File: src/rtl/router_pkt_fifo.sv
// Packet-aware output-channel FIFO: stores each word with its header flag, tracks
// packet boundaries on both sides, counts complete packets and flags header-sequence errors.
module router_pkt_fifo #(
  parameter  int DATA_W   = 8,
  parameter  int DEPTH    = 16,
  parameter  int AFULL_TH = 14,
  localparam int PTR_W    = $clog2(DEPTH)
) (
  input  logic              clock,
  input  logic              resetn,
  input  logic              soft_reset,
  input  logic              write_enb,
  input  logic              lfd_state,
  input  logic [DATA_W-1:0] data_in,
  input  logic              read_enb,
  output logic [DATA_W-1:0] data_out,
  output logic              rd_valid,
  output logic              pkt_last,
  output logic              full,
  output logic              empty,
  output logic              almost_full,
  output logic [PTR_W:0]    occupancy,
  output logic [PTR_W:0]    pkt_count,
  output logic              wr_err
);

  // Remaining-word counters hold payload_length + 1, which needs one bit more than the length field.
  localparam int REM_W = DATA_W - 1;

  logic [DATA_W:0]   mem [DEPTH];
  logic [PTR_W:0]    wr_ptr;
  logic [PTR_W:0]    rd_ptr;
  logic [REM_W-1:0]  wr_rem;
  logic [REM_W-1:0]  rd_rem;
  logic              wr_acc;
  logic              rd_acc;
  logic [DATA_W:0]   rd_word;
  logic              rd_hdr;
  logic              pkt_done;
  logic              pkt_drained;
  logic [REM_W-1:0]  wr_load;
  logic [REM_W-1:0]  rd_load;

  assign occupancy   = wr_ptr - rd_ptr;
  assign full        = (occupancy == (PTR_W+1)'(DEPTH));
  assign empty       = (occupancy == '0);
  assign almost_full = (occupancy >= (PTR_W+1)'(AFULL_TH));

  assign wr_acc  = write_enb && !full;
  assign rd_acc  = read_enb && !empty;
  assign rd_word = mem[rd_ptr[PTR_W-1:0]];
  assign rd_hdr  = rd_word[DATA_W];

  assign wr_load = {1'b0, data_in[DATA_W-1:2]} + REM_W'(1);
  assign rd_load = {1'b0, rd_word[DATA_W-1:2]} + REM_W'(1);

  assign pkt_done    = wr_acc && !lfd_state && (wr_rem == REM_W'(1));
  assign pkt_drained = rd_acc && !rd_hdr && (rd_rem == REM_W'(1));

  // Storage has no reset; only locations behind wr_ptr are ever read.
  always_ff @(posedge clock) begin
    if (wr_acc && !soft_reset)
      mem[wr_ptr[PTR_W-1:0]] <= {lfd_state, data_in};
  end

  always_ff @(posedge clock or negedge resetn) begin
    if (!resetn) begin
      wr_ptr    <= '0;
      rd_ptr    <= '0;
      wr_rem    <= '0;
      rd_rem    <= '0;
      pkt_count <= '0;
      wr_err    <= 1'b0;
      data_out  <= '0;
      rd_valid  <= 1'b0;
      pkt_last  <= 1'b0;
    end else if (soft_reset) begin
      wr_ptr    <= '0;
      rd_ptr    <= '0;
      wr_rem    <= '0;
      rd_rem    <= '0;
      pkt_count <= '0;
      wr_err    <= 1'b0;
      data_out  <= '0;
      rd_valid  <= 1'b0;
      pkt_last  <= 1'b0;
    end else begin
      rd_valid <= rd_acc;
      pkt_last <= pkt_drained;

      if (wr_acc) begin
        wr_ptr <= wr_ptr + 1'b1;
        if (lfd_state) begin
          if (wr_rem != '0) wr_err <= 1'b1;
          wr_rem <= wr_load;
        end else if (wr_rem == '0) begin
          wr_err <= 1'b1;
        end else begin
          wr_rem <= wr_rem - 1'b1;
        end
      end

      if (rd_acc) begin
        rd_ptr   <= rd_ptr + 1'b1;
        data_out <= rd_word[DATA_W-1:0];
        if (rd_hdr)
          rd_rem <= rd_load;
        else if (rd_rem != '0)
          rd_rem <= rd_rem - 1'b1;
      end

      // Completion and drain in the same cycle cancel; a stray drain never wraps the count.
      case ({pkt_done, pkt_drained})
        2'b10:   pkt_count <= pkt_count + 1'b1;
        2'b01:   if (pkt_count != '0) pkt_count <= pkt_count - 1'b1;
        default: pkt_count <= pkt_count;
      endcase
    end
  end

endmodule

File: config.mk
export PLATFORM = sky130hd
export DESIGN_NAME = router_pkt_fifo
export DESIGN_NICKNAME = d
export VERILOG_FILES = /design/src/rtl/router_pkt_fifo.sv
export SDC_FILE = /design/constraint.sdc
export NUM_CORES = 1
export LEC_CHECK = 0
export CELL_PAD_IN_SITES_DETAIL_PLACEMENT = 0
export CELL_PAD_IN_SITES_GLOBAL_PLACEMENT = 1
export CORE_MARGIN = 3
export CORE_UTILIZATION = 25
export DETAILED_ROUTE_END_ITERATION = 12
export GPL_TIMING_DRIVEN = 0
export PLACE_DENSITY = 0.45
export SYNTH_ARGS = -nofsm -noshare
export SYNTH_HDL_FRONTEND = slang
export SYNTH_SLANG_ARGS = --single-unit
File: constraint.sdc
create_clock -name clock -period 3.4 [get_ports clock]
set_input_delay 0.51 -clock clock [delete_from_list [all_inputs] [get_ports clock]]
set_output_delay 0.51 -clock clock [all_outputs]
set_load 0.05 [all_outputs]
==> metrics.yaml <==
fillers: 3235
grtUsageTotal_pct: 13.4
period_share_pct: 97.6
r2r_cells: 17
cts_buffers: 17
area_growth_pct: 26.9
status: "finished, final reports clean"
grt_pass1_wl_microns: 34300
tightestPinTransition_ns: 0.812
via_per_inst: 4.60
nets: 689
ant_nets: 0
crit_path_end_kind: "flop"
io_pins: 38
cp.depth: 17
share_comb_of_total_power_pct: 42.4
cp_top_family: "adder cells"
slowest_delay_ns: 0.44
htreeDepth: 4
drc: 0
gr-total-overflow: 0
clk_latency_ns: 0.44
finalCriticalPeriod_ns: 3.32
dp_slack_ns: -1.21
ys_async_sr_fraction_pct: 21.7
min_path_type: "input pin to async pin"
gp_congestion: 0.799
drt_iter0_drc: 312
hpwl_microns: 15300
multiInputGateArea_sq_um: 3070
slew_violations: 0
p_leak_nw: 3.64
num_rows: 66
synth_seq_cells: 184
cts.path.max_buffers: 2
finClkSkew_ns: 0.0154
slew-limit-headroom_pct: 45.7
pwr-share-seq_pct: 33.2
synth_area_sq_um: 8290
synth.top_cell.area_share_pct: 52.2
grt_pass1_vias: 5282
yosysWarnings: 0
dieArea_sq_um: 35400
p_switching_mw: 3.08
ff_latch_area_sq_um: 5330
drv_cap: 0
hold_viol: 0
die_y_microns: 188
grt_setup_unrepaired: "true"
cp.buffers_inverters: 4
yosysUniqueCellTypes: 60
synth-edff-count: 144
yosys-top-cells-area: "edfxtp_1 (52%), dfrtp_1 (12%), mux4_2 (11%), ha_1 (2.7%), nand2_1 (2.2%)"
cts.sink_count: 184
layoutNonFillerInstCount: 1110
syn_area_per_cell_sq_um: 14.6
synthFlopType: "edfxtp_1"
internal_power_mw: 5.06
core_sq_um: 32600
p_per_area_nw_per_um2: 775
io_buffers: 37
dr_total_vias: 5110
yosys.area.top_type: "edfxtp_1"
synthCells: 566
path_cells: "ha_4 -> fa_2 -> nand2b_4 -> a21oi_4 -> xor2_2 -> buf_6 -> buf_4 -> a21boi_4 -> o211ai_1 -> buf_4 -> fa_2 -> inv_1 -> a21o_1 -> a21oi_2 -> nand2_1 -> a2bb2oi_1 -> a31oi_1"
whs_ns: 0.440
cts_tree: "built"
clk_pin_slew_worst_paths_ns: 0.08
p_clk_share_pct: 24.4
antenna_found_initial: 0
initial_utilization_pct: 25.4
yosysSeqAreaShare_pct: 64.3
root_buffer: "clkbuf_16"
switching_share_pct: 37.9
crit_type: "flop to flop"
setup_viol: 0
wl_microns: 23100
busiest_layer: "met2"
cp.arrival_ns: 3.60
use_met2_pct: 22.1
placed_cells: 1046
finish.utilization_pct: 32.2
finalSetupTns_ns: 0
path_max_fanout: 4
num_antenna_cells: 0
drive_gt1_share_pct: 25.0
die_w_microns: 188
ir_worst_vdd_v: 0.000478
grt_max_degree: 37
critPathLaunchType: "flop"
worst_slack_ns: 0.0830
grt_util_met3_pct: 3.07
syn-num-nets: 600
use_met1_pct: 18.0
first_pass_iters: 5
clock.fmax_mhz: 301
cp_slowest_cell: "dfrtp_2"
routedWlPerCell_microns: 20.8
cp.required_ns: 3.68
[worst paths after layout]
path	from	to	slack, ns
setup / recovery	rd_ptr[0]	pkt_count[4]	0.08
hold / removal	resetn	data_out[0]	0.44
setup reg to reg	rd_ptr[0]	pkt_count[4]	0.08
hold reg to reg	wr_rem[6]	wr_rem[6]	0.52
max in group asynchronous	resetn	rd_ptr[0]	2.50
min in group clock	wr_rem[6]	wr_rem[6]	0.52
[stage by stage]
| step | power, mW | area (sq um) |
|---|---|---|
| floorplan | 4.89 | 8420 |
| global placement | 5.82 | 9340 |
| detailed placement | 5.83 | 9350 |
| CTS | 8.08 | 10400 |
| global route | 8.61 | 10500 |
| finish | 8.15 | 10500 |
[timing repair]
item | in CTS | in global routing
resized for setup | 59 | 13
buffers inserted | 20 | 11
endpoints found under the setup margin | 182 | 109
endpoints found under the hold margin | 4 | 0
pin swaps | 19 | 18
hold buffers | 1 | 0
[worst reg2reg max path, delay by kind of cell (launching register included)]
kind,cells,cell delay (ns)
compound gates,7,0.94
fa+ha+maj,3,0.93
buf+inv,4,0.52
flops,1,0.44
simple gates,2,0.24
xor+xnor,1,0.08
[power groups by stage]
stage,clock network [mW],logic [mW],registers (mW)
after CTS,2.04,3.33,2.72
after detailed placement,0,3.06,2.76
final,1.98,3.45,2.71
after global placement,0,3.06,2.76
after floorplan,0,2.01,2.88
after global routing,2.15,3.73,2.73
[per-layer routing]
metal / wire (microns) / vias to the layer above
met5: 0 / -
met4: 295 / 0
met3: 1040 / 15
met2: 11100 / 109
met1: 10600 / 2638
li1: - / 2348
[cells in the final DEF, fill, tap and decap left out, types with 4 or more instances in the layout]
| master | n |
|---|---|
| a21oi_1 | 25 |
| ha_1 | 12 |
| o22ai_1 | 5 |
| ha_4 | 6 |
| buf_4 | 25 |
| nor2b_1 | 6 |
| buf_2 | 4 |
| clkbuf_16 | 17 |
| mux4_2 | 39 |
| dfrtp_2 | 4 |
| clkbuf_1 | 10 |
| xor2_1 | 4 |
| nor3_4 | 4 |
| buf_12 | 8 |
| nor2_1 | 36 |
| and3_1 | 7 |
| o21ai_0 | 12 |
| clkdlybuf4s50_1 | 31 |
| o21ai_1 | 6 |
| a21o_1 | 4 |
| dfrtp_1 | 36 |
| inv_1 | 15 |
| nor2_4 | 4 |
| mux2i_1 | 7 |
| edfxtp_1 | 144 |
| xnor2_1 | 16 |
| nor3_1 | 10 |
| o211ai_1 | 4 |
| nand2_1 | 49 |
| nand3_1 | 16 |
| a32oi_1 | 4 |
[area by class of cell]
type | instances | share of cell area [%]
Inverter | 21 | 0.869
Sequential cell | 184 | 50.7
Clock inverter | 15 | 1.58
Buffer | 24 | 1.74
Multi-Input combinational cell | 337 | 29.2
Tap cell | 442 | 5.26
Timing Repair Buffer | 70 | 6.63
Clock buffer | 17 | 4.05
[sequential cells by signal, summed over array words and instances, names as in the netlist]
name       count
data_out       8
mem          144
pkt_count      5
pkt_last       1
rd_ptr         5
rd_rem         7
rd_valid       1
wr_err         1
wr_ptr         5
wr_rem         7
[synth_stat cells, types with 3 or more instances]
library cell    n
a22o_1          3
o22ai_1         5
dfrtp_1        40
o21ai_0        12
edfxtp_1      144
xnor2_1        17
clkbuf_1       14
a21oi_1        28
nand2b_1        3
buf_2           4
o21ai_1         7
nor2_1         42
ha_1           18
inv_1          18
nor2b_1         6
nand3_1        16
nand3b_1        3
mux4_2         39
nand2_1        49
a21o_1          4
and3_1         10
a32oi_1         4
buf_1           3
mux2i_1         8
xor2_1          5
nor3_1         14
o211ai_1        4
a31oi_1         3
[cells by family after synthesis]
family / Yosys count / share of synthesized area, %
DFF: 184 / 64.3
muxes: 48 / 11.7
adders and majority gates: 20 / 3.20
xor gates and xnor gates: 22 / 2.33
AOI/OAI and AO/OA: 91 / 7.23
and+or+nand+nor: 156 / 9.00
buffers and inverters: 45 / 2.28
(Power assumes the default switching activity.)
